`config.mk`:
```
export PLATFORM = sky130hd
export DESIGN_NAME = mc_ctrl_fsm
export DESIGN_NICKNAME = d
export VERILOG_FILES = /design/src/rtl/ctrl_pkg.sv /design/src/rtl/branch_cond.sv /design/src/rtl/mc_ctrl_fsm.sv
export SDC_FILE = /design/constraint.sdc
export NUM_CORES = 1
export LEC_CHECK = 0
export ABC_CLOCK_PERIOD_IN_PS = 2630
export BUFFER_PORTS_ARGS = -buffer_cell sky130_fd_sc_hd__buf_2
export CORE_MARGIN = 2
export CORE_UTILIZATION = 34
export CTS_BUF_LIST = sky130_fd_sc_hd__clkbuf_8
export DETAILED_ROUTE_END_ITERATION = 10
export HOLD_SLACK_MARGIN = 0.08
export SYNTH_ARGS = -nofsm -noshare
export SYNTH_HDL_FRONTEND = slang
export SYNTH_HIERARCHICAL = 1
export SYNTH_SLANG_ARGS = --single-unit
```
`constraint.sdc`:
```
create_clock -name clk -period 2.63 [get_ports clk]
set_input_delay 0.1315 -clock clk [delete_from_list [all_inputs] [get_ports clk]]
set_output_delay 0.1315 -clock clk [all_outputs]
set_load 0.03 [all_outputs]
```
`src/rtl/ctrl_pkg.sv`:
```
// Shared encodings for the RV32I multi-cycle control path: opcodes, FSM states
// and the select encodings seen by the datapath muxes and ALU decoder.
package ctrl_pkg;

    localparam logic [6:0] OPC_OP     = 7'b0110011;
    localparam logic [6:0] OPC_OP_IMM = 7'b0010011;
    localparam logic [6:0] OPC_LOAD   = 7'b0000011;
    localparam logic [6:0] OPC_STORE  = 7'b0100011;
    localparam logic [6:0] OPC_BRANCH = 7'b1100011;
    localparam logic [6:0] OPC_JALR   = 7'b1100111;
    localparam logic [6:0] OPC_JAL    = 7'b1101111;
    localparam logic [6:0] OPC_LUI    = 7'b0110111;

    localparam logic [1:0] PC_PLUS4  = 2'b00;
    localparam logic [1:0] PC_REL    = 2'b01;
    localparam logic [1:0] PC_JALR   = 2'b10;

    localparam logic [1:0] WB_ALU    = 2'b00;
    localparam logic [1:0] WB_MEM    = 2'b01;
    localparam logic [1:0] WB_LINK   = 2'b10;
    localparam logic [1:0] WB_IMM    = 2'b11;

    localparam logic [1:0] ALU_ADD   = 2'b00;
    localparam logic [1:0] ALU_SUB   = 2'b01;
    localparam logic [1:0] ALU_FUNCT = 2'b10;

    localparam logic [2:0] F3_BEQ = 3'b000;
    localparam logic [2:0] F3_BNE = 3'b001;
    localparam logic [2:0] F3_BLT = 3'b100;
    localparam logic [2:0] F3_BGE = 3'b101;

    typedef enum logic [2:0] {
        START,
        FETCH,
        DECODE,
        EXEC,
        MEM,
        WB,
        HALT
    } state_t;

endpackage

```
`src/rtl/branch_cond.sv`:
```
// Branch resolution from the ALU compare flags; `valid` is low for funct3
// codes the core does not implement (the unsigned compares).
module branch_cond
    import ctrl_pkg::*;
(
    input  logic [2:0] funct3,
    input  logic       alu_zero,
    input  logic       alu_lt,
    output logic       taken,
    output logic       valid
);

    always_comb begin
        taken = 1'b0;
        valid = 1'b1;
        case (funct3)
            F3_BEQ:  taken = alu_zero;
            F3_BNE:  taken = !alu_zero;
            F3_BLT:  taken = alu_lt;
            F3_BGE:  taken = !alu_lt;
            default: valid = 1'b0;
        endcase
    end

endmodule

```
`src/rtl/mc_ctrl_fsm.sv`:
```
// Multi-cycle control FSM: sequences fetch/decode/execute/memory/writeback over
// one shared memory port, drives all datapath controls, counts retirements.
module mc_ctrl_fsm
    import ctrl_pkg::*;
#(
    parameter int CNT_W = 32
) (
    input  logic             clk,
    input  logic             rst_n,
    input  logic [6:0]       opcode,
    input  logic [2:0]       funct3,
    input  logic             alu_zero,
    input  logic             alu_lt,
    input  logic             mem_ready,
    output logic             mem_req,
    output logic             mem_we,
    output logic             mem_addr_sel,
    output logic             ir_we,
    output logic             pc_we,
    output logic [1:0]       pc_src,
    output logic             alu_src_b,
    output logic [1:0]       alu_op,
    output logic             rf_we,
    output logic [1:0]       wb_sel,
    output logic             halt,
    output logic             illegal,
    output logic [CNT_W-1:0] instret
);

    state_t           state;
    state_t           state_nxt;
    logic             illegal_q;
    logic [CNT_W-1:0] instret_q;
    logic             br_taken;
    logic             br_valid;
    logic             retire;

    branch_cond u_branch_cond (
        .funct3   (funct3),
        .alu_zero (alu_zero),
        .alu_lt   (alu_lt),
        .taken    (br_taken),
        .valid    (br_valid)
    );

    always_ff @(posedge clk or negedge rst_n) begin
        if (!rst_n)
            state <= START;
        else
            state <= state_nxt;
    end

    // HALT is only reachable from DECODE, so this flag marks an unsupported encoding.
    always_ff @(posedge clk or negedge rst_n) begin
        if (!rst_n)
            illegal_q <= 1'b0;
        else if (state == DECODE && state_nxt == HALT)
            illegal_q <= 1'b1;
    end

    always_ff @(posedge clk or negedge rst_n) begin
        if (!rst_n)
            instret_q <= '0;
        else if (retire)
            instret_q <= instret_q + CNT_W'(1);
    end

    assign retire  = (state_nxt == FETCH) &&
                     (state == EXEC || state == MEM || state == WB);
    assign illegal = illegal_q;
    assign instret = instret_q;

    always_comb begin
        state_nxt    = state;
        mem_req      = 1'b0;
        mem_we       = 1'b0;
        mem_addr_sel = 1'b0;
        ir_we        = 1'b0;
        pc_we        = 1'b0;
        pc_src       = PC_PLUS4;
        alu_src_b    = 1'b0;
        alu_op       = ALU_ADD;
        rf_we        = 1'b0;
        wb_sel       = WB_ALU;
        halt         = 1'b0;

        case (state)
            START: state_nxt = FETCH;

            FETCH: begin
                mem_req = 1'b1;
                if (mem_ready) begin
                    ir_we     = 1'b1;
                    pc_we     = 1'b1;
                    pc_src    = PC_PLUS4;
                    state_nxt = DECODE;
                end
            end

            DECODE: begin
                case (opcode)
                    OPC_OP, OPC_OP_IMM, OPC_LOAD, OPC_STORE, OPC_JALR:
                        state_nxt = EXEC;
                    OPC_BRANCH: state_nxt = br_valid ? EXEC : HALT;
                    OPC_JAL, OPC_LUI: state_nxt = WB;
                    default:    state_nxt = HALT;
                endcase
            end

            EXEC: begin
                case (opcode)
                    OPC_OP: begin
                        alu_op    = ALU_FUNCT;
                        state_nxt = WB;
                    end
                    OPC_OP_IMM: begin
                        alu_op    = ALU_FUNCT;
                        alu_src_b = 1'b1;
                        state_nxt = WB;
                    end
                    OPC_LOAD, OPC_STORE: begin
                        alu_src_b = 1'b1;
                        state_nxt = MEM;
                    end
                    OPC_JALR: begin
                        alu_src_b = 1'b1;
                        state_nxt = WB;
                    end
                    OPC_BRANCH: begin
                        alu_op    = ALU_SUB;
                        pc_we     = br_taken;
                        pc_src    = PC_REL;
                        state_nxt = FETCH;
                    end
                    default: state_nxt = HALT;
                endcase
            end

            // Address stays on the ALU (add, imm) for the whole access.
            MEM: begin
                mem_req      = 1'b1;
                mem_addr_sel = 1'b1;
                mem_we       = (opcode == OPC_STORE);
                alu_src_b    = 1'b1;
                if (mem_ready)
                    state_nxt = (opcode == OPC_STORE) ? FETCH : WB;
            end

            WB: begin
                rf_we     = 1'b1;
                state_nxt = FETCH;
                case (opcode)
                    OPC_LOAD: wb_sel = WB_MEM;
                    OPC_LUI:  wb_sel = WB_IMM;
                    OPC_JAL: begin
                        wb_sel = WB_LINK;
                        pc_we  = 1'b1;
                        pc_src = PC_REL;
                    end
                    OPC_JALR: begin
                        wb_sel    = WB_LINK;
                        pc_we     = 1'b1;
                        pc_src    = PC_JALR;
                        alu_src_b = 1'b1;
                    end
                    default:  wb_sel = WB_ALU;
                endcase
            end

            HALT: halt = 1'b1;

            default: state_nxt = START;
        endcase
    end

endmodule

```
### After elaboration in Yosys (flattened, before gate mapping)

Cells that the tools add are included.

| cells by class | value |
|---|---|
| equal/unequal tests | 19 |
| $add $sub $neg | 1 |
| muxes and demuxes | 29 |
| reductions and logical operators | 18 |

Operators by type and width:

| operator | count |
|---|---|
| $add A32 B1 Y32 const B | 1 |
| $eq A7 B6 Y1 const B | 3 |
| $eq A7 B7 Y1 const B | 3 |
| $eq A3 B3 Y1 const B | 6 |
| $pmux W3 S3 | 2 |
| $pmux W3 S6 | 1 |
| $mux W1 | 13 |
| $mux W3 | 4 |
| $pmux W2 S2 | 3 |
| $reduce_or A2 Y1 | 6 |
| $eq A3 B1 Y1 const B | 3 |
| $reduce_or A4 Y1 | 2 |
| $eq A7 B2 Y1 const B | 1 |
| $eq A7 B5 Y1 const B | 1 |
| $eq A3 B2 Y1 const B | 2 |
| $logic_not A3 Y1 | 2 |
| $pmux W1 S3 | 2 |
| $pmux W2 S3 | 1 |
| $reduce_or A5 Y1 | 1 |
| $mux W2 | 2 |
| $pmux W1 S4 | 1 |
| $reduce_or A3 Y1 | 1 |
| $logic_and A1 B1 Y1 | 2 |
| $logic_not A1 Y1 | 2 |
| $logic_or A1 B1 Y1 | 2 |

| storage, ports and cells | value |
|---|---|
| output and inout bits | 47 |
| bits in registers | 36 |
| input bits | 15 |
| word-level logic and storage cells | 70 |

### Longest topological paths before layout

Gate-level depths: netlist (run 1).

| logic depth | value |
|---|---|
| depth in word-level cells | 8 |
| depth in mapped cells | 8 |
| gate-level depth less buffers | 5 |

### By module

Netlist (run 1), hierarchy kept.

By module, submodules not included:

| module | cells each | seq. area each (um^2) | area an instance (um^2) | times used |
|---|---|---|---|---|
| mc_ctrl_fsm | 213 | 900.9 | 2058.2 | 1 |
| branch_cond | 5 | 0.0 | 36.3 | 1 |

### Worst setup path after synthesis (run 1)

OpenSTA, ideal clock, no wires.

| timing path | value |
|---|---|
| path kind | register -> output |
| start point | register state[1] |
| end point | output wb_sel[0] |
| path buffers | 0 |
| arrival | 2.319 ns |
| cell stages (with the launch flop) | 4 |
| setup slack | 0.179 ns |
| cells stage by stage | dfrtp_1 > and2b_2 > nand2_1 > a2111oi_0 |

| between the ends | value |
|---|---|
| cells in the longest elaborated chain, start to end | 2 |

RTL lines:

| element | line | text |
|---|---|---|
| from (decl) | mc_ctrl_fsm.sv:30 | `state_t state;` |
| from (signal assigned) | mc_ctrl_fsm.sv:50 | `state <= state_nxt;` |
| $eq A3 B3 Y1 | mc_ctrl_fsm.sv:87 | `case (state)` |
| $mux W2 | mc_ctrl_fsm.sv:87 |  |
| to (decl) | mc_ctrl_fsm.sv:24 | `output logic [1:0] wb_sel,` |

No other way between the ends.

### Worst setup path after layout (run 1)

| timing path | value |
|---|---|
| start point | register state[2] |
| end point | register instret_q[31] (netlist: instret[31]) |

| between the ends | value |
|---|---|
| cells in the longest elaborated chain, start to end | 5 |
| elaborated cells between the ends (all ways) | 15 |

RTL lines:

| element | line | text |
|---|---|---|
| $eq A3 B3 Y1 or $logic_not A3 Y1 (tied branches) | mc_ctrl_fsm.sv:69, mc_ctrl_fsm.sv:87 |  |
| $reduce_or A2 Y1 (no line) | n/a |  |
| $pmux W3 S6 | mc_ctrl_fsm.sv:87 |  |
| $eq A3 B1 Y1 | mc_ctrl_fsm.sv:68 | `assign retire = (state_nxt == FETCH) &&` |
| $logic_and A1 B1 Y1 (*) | mc_ctrl_fsm.sv:68 |  |
| to (signal assigned) | mc_ctrl_fsm.sv:65 | `instret_q <= instret_q + CNT_W'(1);` |
| to (decl) | mc_ctrl_fsm.sv:33 | `logic [CNT_W-1:0] instret_q;` |

Mark *: on every way between the ends. The rest lies on a longest branch, timed or not.
A chain may end at the register's enable or synchronous reset.

==> flow_metrics.py, run 1 <==
metrics = {
    "worst_setup_path": {
        "startpoint": "state[2]",
        "end_kind": "flop",
        "reg2reg_slack_ns": 0.55,
        "crit_fanout": 9,
        "r2r-end": "instret[31]",
        "crit_chain": "and3b_1 -> a41o_4 -> nand4_4 -> or4_4 -> xnor2_2",
        "critical_path.startpoint_type": "flop",
        "required_ns": 2.81,
        "worstPathArrival_ns": 2.26,
        "r2r-start": "state[2]",
        "max_stage_delay_ns": 0.57,
        "reg2reg_depth": 5,
        "crit_slowest_cell": "or4_4",
        "critPathKind": "reg -> reg",
    },
    "run_status": {
        "status": "completed",
    },
    "route": {
        "routedWlPerCell_um": 13.9,
        "viasPerCell": 5.04,
        "first_iter_violations": 52,
        "drcViolationCount": 0,
        "totalWireLength_mm": 4.95,
        "ant_nets": 0,
        "dr.pass1.iters": 4,
        "via_count": 1788,
    },
    "logic_synthesis": {
        "syn_avg_cell_area_um2": 9.61,
        "synthAdderAreaFrac_pct": 0.597,
        "async_flop_share_pct": 100,
        "ys_ff_latch": 36,
        "yosys.area_share.simple_pct": 27.9,
        "netlist_area_mm2": 0.00209,
        "synthFlopType": "dfrtp_1",
        "syn-num-nets": 234,
        "yosys_warnings": 6,
        "netlist-cell-type-count": 54,
        "synth.area.mux_share_pct": 1.55,
        "synth_compound_area_share_pct": 8.18,
        "yosysSeqAreaShare_pct": 43.0,
        "synthXorXnorAreaFrac_pct": 13.7,
        "synthCells": 218,
        "synth-edff-count": 0,
        "synth_top_family_by_area": "simple AND/OR/NAND/NOR gates",
    },
    "floorplanning": {
        "dieArea_mm2": 0.00680,
        "dieWidth_um": 82.5,
        "io_pins": 62,
        "start_util_pct": 35.4,
        "fp-row-count": 28,
        "die_h_um": 82.5,
        "core-area_mm2": 0.00592,
    },
    "global_route": {
        "grt_pass1_wl_mm": 7.91,
        "grt_max_degree": 37,
        "gr-usage-all-layers_pct": 15.2,
        "use_met2_pct": 25.7,
        "overflow": 0,
        "grtUsageMet1_pct": 19.1,
        "grt_antenna_before_repair": 0,
        "use_met3_pct": 3.04,
        "grt.busiest_layer": "met2",
        "grt_pass1_vias": 1702,
    },
    "cts": {
        "cts_tree": "yes",
        "cts-root-buf": "clkbuf_8",
        "ctsResizeCount": 0,
        "cts_made_buffers": 5,
        "clock_path_buffers": 2,
        "cts.sinks": 36,
        "clock_latency_ns": 0.29,
        "clk_pin_slew_ns": 0.08,
        "cts_max_level": 2,
    },
    "sta": {
        "rsz0062_at_grt": "no",
        "holdWs_ns": 0.185,
        "fin_tns_setup_ns": 0,
        "setup_ws_ns": 0.548,
        "drv_slew": 0,
        "skew_ns": 0.00825,
        "min_period_over_period_pct": 79.2,
        "max_freq_mhz": 480,
        "setup_violations": 0,
        "hold_viol_final": 0,
        "min_period_ns": 2.08,
        "maxSlewHeadroom_pct": 46.5,
        "worst_pin_slew_ns": 0.802,
    },
    "placed_design": {
        "dp_slack_ns": 0.540,
        "dp_hpwl_mm": 3.64,
        "dp_cells": 346,
        "place.gp.congestion": 0.884,
        "portBuffers": 61,
    },
    "flow_run": {
        "drv_cap": 0,
    },
    "power": {
        "leakagePower_nw": 1.28,
        "ir_worst_vdd_mv": 0.545,
        "power.share.clock_pct": 27.7,
        "p_sw_share_pct": 37.6,
        "p_int_mw": 1.19,
        "p_seq_share_pct": 37.7,
        "p_switching_mw": 0.717,
        "pwr-share-comb_pct": 34.5,
        "pwr_density_cell_mw_per_mm2": 739,
    },
    "min_path": {
        "hp-start": "opcode[0]",
        "hp-class": "in -> reg",
        "whs_endpoint": "state[0]",
        "holdPathStages": 3,
    },
    "finish": {
        "drive_gt1_share_pct": 30.7,
        "antenna_cells": 0,
        "fin_nets": 295,
        "area_delta_synth_final_pct": 23.2,
        "instances_no_fill": 355,
    },
}
==> metrics by stage <==
| stage | instance area (um^2) | power (mW) | utilization [%] |
|---|---|---|---|
| 2_1_floorplan | 2090 | 1.24 | - |
| 3_3_place_gp | 2440 | 1.38 | 41.3 |
| 3_5_place_dp | 2440 | 1.39 | 41.3 |
| 4_1_cts | 2580 | 1.94 | 43.6 |
| 5_1_grt | 2580 | 2.02 | 43.6 |
| 6_report | 2580 | 1.91 | 43.6 |
==> worst max path at each step <==
stage | endpoint | slack, ns
after floorplan | wb_sel[0] | 0.18
after global placement | instret[31] | 0.59
after detailed placement | instret[31] | 0.54
after CTS | instret[31] | 0.53
after global routing | instret[31] | 0.42
final | instret[31] | 0.55
==> registers in the layout, summed over array words and instances, names as in the netlist <==
name / flops
state: 3
instret: 32
illegal: 1
==> cells by family after synthesis <==
logic type / Yosys count
AND/OR/NAND/NOR: 102
flip-flops: 36
XOR/XNOR: 32
AO/OA/AOI/OAI: 22
buffers and inverters: 22
multiplexers: 3
adder cells (fa/ha/maj): 1
==> cell type report <==
| cell class | count | area, um^2 |
|---|---|---|
| clock buffer | 7 | 96.3 |
| clock inverter | 1 | 30.0 |
| fill | 568 | 3340 |
| inverter | 13 | 48.8 |
| multi-input combinational | 160 | 1090 |
| sequential | 36 | 901 |
| tap | 75 | 93.8 |
| timing repair buffer | 63 | 323 |
==> worst max-delay path, delay by kind of cell (launching register included) <==
family,cells,cell delay (ns)
AO/OA/AOI/OAI,1,0.28
flip-flops,1,0.46
XOR/XNOR,1,0.14
AND/OR/NAND/NOR,3,1.09
==> Yosys cell counts (all sizes together) (3+ instances only) <==
| library cell | instances | share of area (%) |
|---|---|---|
| a21oi | 3 | 0.72 |
| and2 | 3 | 0.96 |
| and3 | 6 | 1.9 |
| and3b | 3 | 1.4 |
| buf | 6 | 2.2 |
| clkbuf | 3 | 0.54 |
| dfrtp | 36 | 43 |
| inv | 13 | 2.3 |
| nand2 | 15 | 2.7 |
| nand3 | 17 | 4.3 |
| nand3b | 3 | 1.1 |
| nand4 | 9 | 3.4 |
| nor2 | 16 | 2.9 |
| nor3 | 14 | 3.3 |
| nor4 | 5 | 1.5 |
| o21ai | 4 | 0.96 |
| xnor2 | 22 | 9.6 |
| xor2 | 10 | 4.2 |
==> timing repair <==
item | 4_1_cts | 5_1_grt
hold buffers | 1 | 0
setup buffers | 0 | 0
hold endpoints to repair | 36 | 0
==> power groups by stage <==
stage / clock network, mW / logic (mW) / registers [mW]
2_1_floorplan: 0 / 0.465 / 0.771
3_3_place_gp: 0 / 0.656 / 0.724
3_5_place_dp: 0 / 0.664 / 0.728
4_1_cts: 0.551 / 0.667 / 0.719
5_1_grt: 0.572 / 0.717 / 0.732
6_report: 0.529 / 0.659 / 0.719
==> metal layers <==
layer	part of all wire, %	vias to the layer above	wire length [um]
met5	0	-	0
met1	45	846	2230
li1	-	884	-
met3	6.1	4	300
met4	1.1	0	52
met2	48	54	2360
==> layout by cell type (no fill, tap or decap), drive strengths merged, types with 3 or more instances in the layout <==
cell    count
and2        3
dfrtp      36
xnor2      22
inv        13
nand4       9
clkbuf      7
buf        62
nor3       14
nor2       16
xor2       10
o21ai       4
nand3b      3
and3        6
a21oi       3
nand3      17
and3b       3
nor4        5
nand2      15
Note: power is estimated with default switching activity, not from simulation.
==> inputs of run 2 (changes only) <==
- ABC_CLOCK_PERIOD_IN_PS: 2630 -> 2000
- clock period: 2.63 -> 2 ns (I/O delays scaled with it)
==> run 2 against run 1 <==
Net effect: clock-buffer cell count is 1 lower; wire length is 0.73% lower; die area stayed put; design area is 2.5% higher.
==> flow_metrics.py, run 2 (synthesis gave the netlist of run 1 again) <==
metrics = {
    "min_path": {
        "whs_endpoint": "state[0]",
        "hp-class": "in -> reg",
        "hp-start": "opcode[0]",
        "holdPathStages": 3,
    },
    "cts": {
        "cts.sinks": 36,
        "post_cts_buffers": 0,
        "clk_pin_slew_ns": 0.07,
        "cts-root-buf": "clkbuf_8",
        "cts_max_level": 2,
        "clock_path_buffers": 2,
        "cts_tree": "yes",
        "clock_latency_ns": 0.29,
        "cts_made_buffers": 5,
    },
    "power": {
        "ir_worst_vdd_mv": 0.506,
        "power.share.clock_pct": 21.9,
        "p_sw_share_pct": 39.9,
        "p_seq_share_pct": 37.9,
        "p_switching_mw": 0.968,
        "leakagePower_nw": 1.32,
        "pwr_density_cell_mw_per_mm2": 917,
        "pwr-share-comb_pct": 40.2,
        "p_int_mw": 1.46,
    },
    "sta": {
        "rsz0062_at_grt": "no",
        "setup_violations": 0,
        "worst_pin_slew_ns": 0.789,
        "max_freq_mhz": 537,
        "fin_tns_setup_ns": 0,
        "min_period_over_period_pct": 93.0,
        "drv_slew": 0,
        "skew_ns": 0.00402,
        "min_period_ns": 1.86,
        "hold_viol_final": 0,
        "maxSlewHeadroom_pct": 47.4,
    },
    "finish": {
        "largest_reg_flops": 32,
        "instances_no_fill": 366,
        "mostFrequentLayoutCell": "buf_2",
        "fin_nets": 306,
        "final_core_util_pct": 44.7,
        "drive_gt1_share_pct": 34.4,
        "antenna_cells": 0,
        "mostFrequentLayoutCells": "buf_2, dfrtp_1, xnor2_1",
        "area_delta_synth_final_pct": 26.3,
    },
    "global_route": {
        "gr-usage-all-layers_pct": 14.9,
        "grt_pass1_vias": 1690,
        "overflow": 0,
        "grt_max_degree": 37,
        "grt_pass1_wl_mm": 7.73,
        "grt_antenna_before_repair": 0,
    },
    "route": {
        "ant_nets": 0,
        "first_iter_violations": 107,
        "drcViolationCount": 0,
        "routedWlPerCell_um": 13.4,
        "totalWireLength_mm": 4.91,
        "via_count": 1852,
        "dr.pass1.iters": 4,
        "viasPerCell": 5.06,
    },
    "placed_design": {
        "dp_hpwl_mm": 3.64,
        "portBuffers": 61,
        "place.gp.congestion": 0.875,
        "dp_cells": 357,
    },
    "worst_setup_path": {
        "crit_fanout": 6,
        "r2r-end": "instret[31]",
        "r2r-start": "instret[7]",
        "critical_path.startpoint_type": "flop",
        "critPathKind": "reg -> out",
        "worstPathArrival_ns": 1.76,
        "required_ns": 1.90,
        "end_kind": "output pin",
        "reg2reg_depth": 6,
        "reg2reg_slack_ns": 0.14,
    },
    "floorplanning": {
        "core-area_mm2": 0.00592,
        "io_pins": 62,
        "start_util_pct": 35.4,
        "die_h_um": 82.5,
        "fp-row-count": 28,
        "dieArea_mm2": 0.00680,
        "dieWidth_um": 82.5,
    },
    "flow_run": {
        "drv_cap": 0,
    },
    "run_status": {
        "status": "completed",
    },
}
run 2: cell count changes in the layout (fill, tap and decap cells not counted):
| cell | previous run | this run |
|---|---|---|
| a2111oi_0 | 1 | 0 |
| a2111oi_2 | 0 | 1 |
| and4_2 | 1 | 0 |
| and4_4 | 0 | 1 |
| buf_4 | 1 | 12 |
| bufinv_16 | 1 | 0 |
| clkbuf_8 | 7 | 6 |
| clkinv_2 | 0 | 2 |
| nand2_1 | 15 | 14 |
| nand2_2 | 0 | 1 |
| nor4_1 | 5 | 4 |
| nor4_2 | 0 | 1 |
run 2: final cells by class:
type	instances	area, um^2
multi-input cells	160	1100
clock inverters	2	10.0
flip-flops and latches	36	901
fillers	584	3270
well taps	75	93.8
repair buffers	74	405
inverters	13	48.8
clock buffers	6	82.6
run 2: power groups by stage:
stage          logic, mW  clock network (mW)  registers [mW]
6_report           0.974               0.532           0.919
3_5_place_dp       0.963                   0           0.930
2_1_floorplan      0.614                   0            1.01
3_3_place_gp       0.959                   0           0.929
4_1_cts            0.968               0.555           0.916
5_1_grt             1.06               0.583           0.937
run 2: what timing repair did:
| action | CTS | global route |
|---|---|---|
| hold buffers | 1 | 0 |
| endpoints found under the setup margin | 0 | 4 |
| gates resized for setup | 0 | 3 |
| hold endpoints to repair | 36 | 0 |
run 2: metal layers:
layer,vias to the layer above,wire length (um),GRT usage (%)
met2,49,2170,23.3
met5,-,0,0
met4,0,99,5.67
met1,883,2370,19.8
met3,12,273,3.80
li1,908,-,-
run 2: per-stage QoR:
step	setup slack (ns)	instance area, um^2	power [mW]	hold slack, ns
CTS	0.0651	2640	2.44	0.110
detailed placement	0.0799	2530	1.89	0.231
floorplan	0.00825	2100	1.63	-0.196
finish	0.139	2650	2.43	0.112
global placement	0.127	2530	1.89	0.228
global route	0.0195	2650	2.58	0.135
run 2: worst max-delay path: stages, from the launching register on:
cell,delay [ns]
dfrtp_1,0.42
buf_4,0.17
and2b_2,0.22
nand2_2,0.14
nor3_1,0.09
a211o_1,0.26
buf_2,0.17
run 2: how the worst max path moves through the flow:
stage | startpoint | end | slack, ns | cells past startpoint
floorplan | state[2] | instret[31] | 0.008 | 7
global placement | state[1] | instret[11] | 0.13 | 5
detailed placement | state[1] | instret[11] | 0.08 | 5
CTS | state[2] | pc_we | 0.07 | 6
global route | instret[3] | instret[31] | 0.02 | 6
finish | state[2] | pc_we | 0.14 | 6
